<file path="config.mk">
export PLATFORM = sky130hd
export DESIGN_NAME = toggle_debouncer
export DESIGN_NICKNAME = d
export VERILOG_FILES = /design/src/rtl/toggle_debouncer.sv
export SDC_FILE = /design/constraint.sdc
export NUM_CORES = 1
export LEC_CHECK = 0
export BUFFER_PORTS_ARGS = -buffer_cell sky130_fd_sc_hd__buf_2
export CAP_MARGIN = 30
export CORE_MARGIN = 1.5
export CORE_UTILIZATION = 49
export DETAILED_ROUTE_END_ITERATION = 8
export PLACE_DENSITY = 0.74
export SLEW_MARGIN = 10
export SYNTH_ARGS = -nofsm -noshare
export SYNTH_HDL_FRONTEND = slang
export SYNTH_SLANG_ARGS = --single-unit
</file>
<file path="constraint.sdc">
create_clock -name clk -period 2.2 [get_ports clk]
set_clock_uncertainty 0.1 [all_clocks]
set_input_delay 0.22 -clock clk [delete_from_list [all_inputs] [get_ports clk]]
set_output_delay 0.22 -clock clk [all_outputs]
set_load 0.01 [all_outputs]
</file>
<file path="src/rtl/toggle_debouncer.sv">
// Push-button debouncer: two-flop synchronizer feeding a four-state qualification FSM.
// Emits a one-cycle t pulse on every accepted press and tracks the debounced level.
module toggle_debouncer #(
  parameter int STABLE_CNT = 50000,
  parameter int CNT_W      = 16
) (
  input  logic       clk,
  input  logic       rst,
  input  logic       btn,
  output logic       t,
  output logic       level,
  output logic       busy,
  output logic [1:0] fsm_state
);

  typedef enum logic [1:0] {
    IDLE_LOW  = 2'd0,
    QUAL_HIGH = 2'd1,
    IDLE_HIGH = 2'd2,
    QUAL_LOW  = 2'd3
  } state_t;

  localparam logic [CNT_W-1:0] LAST = CNT_W'(STABLE_CNT - 1);

  logic             sync1;
  logic             sync2;
  state_t           state;
  state_t           state_n;
  logic [CNT_W-1:0] cnt;
  logic [CNT_W-1:0] cnt_n;
  logic             t_n;
  logic             level_n;

  always_ff @(posedge clk or negedge rst) begin
    if (!rst) begin
      sync1 <= 1'b0;
      sync2 <= 1'b0;
    end else begin
      sync1 <= btn;
      sync2 <= sync1;
    end
  end

  always_ff @(posedge clk or negedge rst) begin
    if (!rst) begin
      state <= IDLE_LOW;
      cnt   <= '0;
      t     <= 1'b0;
      level <= 1'b0;
    end else begin
      state <= state_n;
      cnt   <= cnt_n;
      t     <= t_n;
      level <= level_n;
    end
  end

  // Any opposite sample while qualifying drops back to the idle state; the count restarts from zero.
  always_comb begin
    state_n = state;
    cnt_n   = cnt;
    t_n     = 1'b0;
    level_n = level;
    case (state)
      IDLE_LOW: begin
        if (sync2) begin
          state_n = QUAL_HIGH;
          cnt_n   = '0;
        end
      end
      QUAL_HIGH: begin
        if (!sync2) begin
          state_n = IDLE_LOW;
          cnt_n   = '0;
        end else if (cnt == LAST) begin
          state_n = IDLE_HIGH;
          cnt_n   = '0;
          level_n = 1'b1;
          t_n     = 1'b1;
        end else begin
          cnt_n = cnt + CNT_W'(1);
        end
      end
      IDLE_HIGH: begin
        if (!sync2) begin
          state_n = QUAL_LOW;
          cnt_n   = '0;
        end
      end
      QUAL_LOW: begin
        if (sync2) begin
          state_n = IDLE_HIGH;
          cnt_n   = '0;
        end else if (cnt == LAST) begin
          state_n = IDLE_LOW;
          cnt_n   = '0;
          level_n = 1'b0;
        end else begin
          cnt_n = cnt + CNT_W'(1);
        end
      end
      default: begin
        state_n = IDLE_LOW;
        cnt_n   = '0;
      end
    endcase
  end

  assign busy      = (state == QUAL_HIGH) || (state == QUAL_LOW);
  assign fsm_state = state;

endmodule

</file>
==> impl_metrics.json <==
{
  "drt_iter0_markers": 50,
  "ys_ff_latch": 22,
  "crit_family": "flip-flops",
  "avgSynthCellArea_um2": 9.77,
  "synth_cell_type_count": 40,
  "cts_buffers": 3,
  "io_pins": 8,
  "die_h_um": 53.7,
  "leakage_uw": 0.000538,
  "regArea_um2": 551,
  "multi_input_area_um2": 613,
  "rsz0062_at_grt": "false",
  "nets": 140,
  "cts_sinks": 22,
  "rows": 18,
  "hold_start": "sync1$_DFF_PN0_",
  "slew_headroom": 0.567,
  "post-route-drc-count": 0,
  "fin_crit_sh": 0.834,
  "maxCapViolCount": 0,
  "pwr_density_cell_nw_per_um2": 854,
  "critPathCaptureType": "flop",
  "clock_latency_ps": 310,
  "post-place-cells": 159,
  "grt_max_degree": 27,
  "path_max_fanout": 26,
  "fillerInstances": 199,
  "worstSetupPathType": "flop to flop",
  "synth-async-reset-ratio": 1.00,
  "cp.required_ps": 2320,
  "ctsResizeCount": 0,
  "startpoint_type": "flop",
  "tns_ps": 0,
  "die-area_um2": 2880,
  "final_cell_mix": "dfrtp_1, a31oi_1, nand2_1",
  "tightestPinTransition_ps": 646,
  "grt_pass1_wl_um": 4710,
  "stdcell_count": 165,
  "gp_congestion": 0.832,
  "synth_fp_nets": 133,
  "r2r_cells": 5,
  "period_needed_ps": 1840,
  "grt.total_usage": 0.228,
  "cts-root-buf": "clkbuf_4",
  "grt_pass1_vias": 1001,
  "hold_path_class": "flop to flop",
  "final_common_cell": "dfrtp_1",
  "tritoncts": "built",
  "synthesis.instances": 129,
  "crit_chain": "xor2_1 > and2_1 > buf_4 > nand2_1 > o21ai_0",
  "wire_per_inst_um": 16.8,
  "synth-seq-area-share": 0.437,
  "path_buf_inv": 1,
  "synth.area.mux_share": 0.0169,
  "setup_violations": 0,
  "port_buffers": 7,
  "r2r_slack_ps": 360,
  "synthesis.area_um2": 1260,
  "status": "completed",
  "arrival_ps": 1960,
  "cp-endpoint": "cnt[0]$_DFFE_PN0P_",
  "critical-path-slowest-cell": "dfrtp_1",
  "grt_overflow": 0,
  "postRouteAntennaNets": 0,
  "ir_drop_uv": 948,
  "synth-simple-area-share": 0.256,
  "wl_um": 2770,
  "area_growth_pct": 6.16,
  "vias": 1067,
  "start_util": 0.513,
  "cts_setup_buffers": 0,
  "antenna_found_initial": 0,
  "drv_slew": 0,
  "synth_compound_gate_area_share": 0.197,
  "synth_top_family_by_area": "simple AND/OR/NAND/NOR gates",
  "synth_area_leader_cell": "dfrtp_1",
  "n_antenna_cell": 0,
  "synth_fa_ha_area_frac": 0.00993,
  "rr_endpoint": "cnt[0]$_DFFE_PN0P_",
  "yosysWarnings": 0,
  "synthXorXnorAreaFrac": 0.00695,
  "synthTopCellsByArea": "dfrtp_1, a31oi_1, nand3_1",
  "final_area_um2": 1340,
  "viasPerCell": 6.47,
  "ys.flop_type": "dfrtp_1",
  "firstDrtPassIters": 4,
  "clk_path_buf_depth": 2,
  "dpl_cell_area_um2": 1280,
  "cp.depth": 5,
  "synth_enable_flop_cells": 0,
  "synth_top_area_frac": 0.437,
  "cp_slowest_stage_delay_ps": 450,
  "dpl.hpwl_um": 1910,
  "die-width_um": 53.7,
  "hold_viol_final": 0,
  "clkTransAtPathRegs_ps": 120,
  "htree_levels": 1,
  "fmax_mhz": 545,
  "drive_above_1_share": 0.133,
  "coreArea_um2": 2450
}
## layout make-up
cell class,count,area share
Sequential cell,22,0.412
Timing Repair Buffer,11,0.0524
Multi-Input combinational cell,90,0.458
Inverter,8,0.0225
Tap cell,30,0.0281
Clock buffer,4,0.0271
## per-stage QoR
stage	hold WS [ps]	util	setup WS, ps	power [uW]
CTS	269	0.545	398	1140
global route	274	0.545	263	1210
floorplan	-176	-	545	839
global placement	108	0.522	474	897
finish	264	0.545	365	1140
detailed placement	114	0.522	423	914
## worst reg2reg max path, cell delays in order, from the launching register on
cell and delay (ps):
dfrtp_1 450, xor2_1 260, and2_1 210, buf_4 290
nand2_1 220, o21ai_0 220
## worst min path at each step
stage	end	slack, ps	cells past startpoint
global route	sync2$_DFF_PN0_	270	0
floorplan	async pin	-180	0
global placement	cnt[10]$_DFFE_PN0P_	110	1
finish	sync2$_DFF_PN0_	260	0
CTS	sync2$_DFF_PN0_	270	0
detailed placement	cnt[8]$_DFFE_PN0P_	110	1
## kinds of logic after synthesis
kind of cell             after synthesis
flip-flops                            22
AO/OA/AOI/OAI                         36
XOR/XNOR                               1
buffers and inverters                 17
AND/OR/NAND/NOR                       50
adder cells (fa/ha/maj)                1
multiplexers                           2
## power breakdown
| part | total, uW | switching [uW] | internal (uW) |
|---|---|---|---|
| logic | 427 | 279 | 149 |
| clock network | 223 | 122 | 101 |
| registers | 492 | 47.3 | 444 |
## cell usage after synthesis (all sizes together) (3+ instances only)
| cell type | instances |
|---|---|
| a31oi | 17 |
| o22ai | 4 |
| nor3 | 3 |
| nand2b | 3 |
| and3 | 4 |
| buf | 7 |
| dfrtp | 22 |
| nand3 | 8 |
| a41oi | 3 |
| nor2 | 4 |
| inv | 8 |
| nand2 | 9 |
| nand4 | 7 |
| a21oi | 3 |
| o211ai | 3 |
## timing repair
action                                  CTS  global route
hold buffers                              2             0
hold endpoints to repair                 23             0
endpoints found under the setup margin    0             0
## registers in the layout, indices dropped and copies added (netlist names), named ones only
signal     cells
cnt           16
fsm_state      1
level          1
sync1          1
sync2          1
t              1
## routing by layer
metal  wire length [um]  track usage  vias to the layer above  share of wire
met1               1340        0.308                      515           0.48
met2               1240        0.354                       34           0.45
met5                  0            0                        -              0
li1                   -            -                      512              -
met4                 39        0.115                        0          0.014
met3                149       0.0361                        6          0.054
Power figures use the tool's default switching activity.
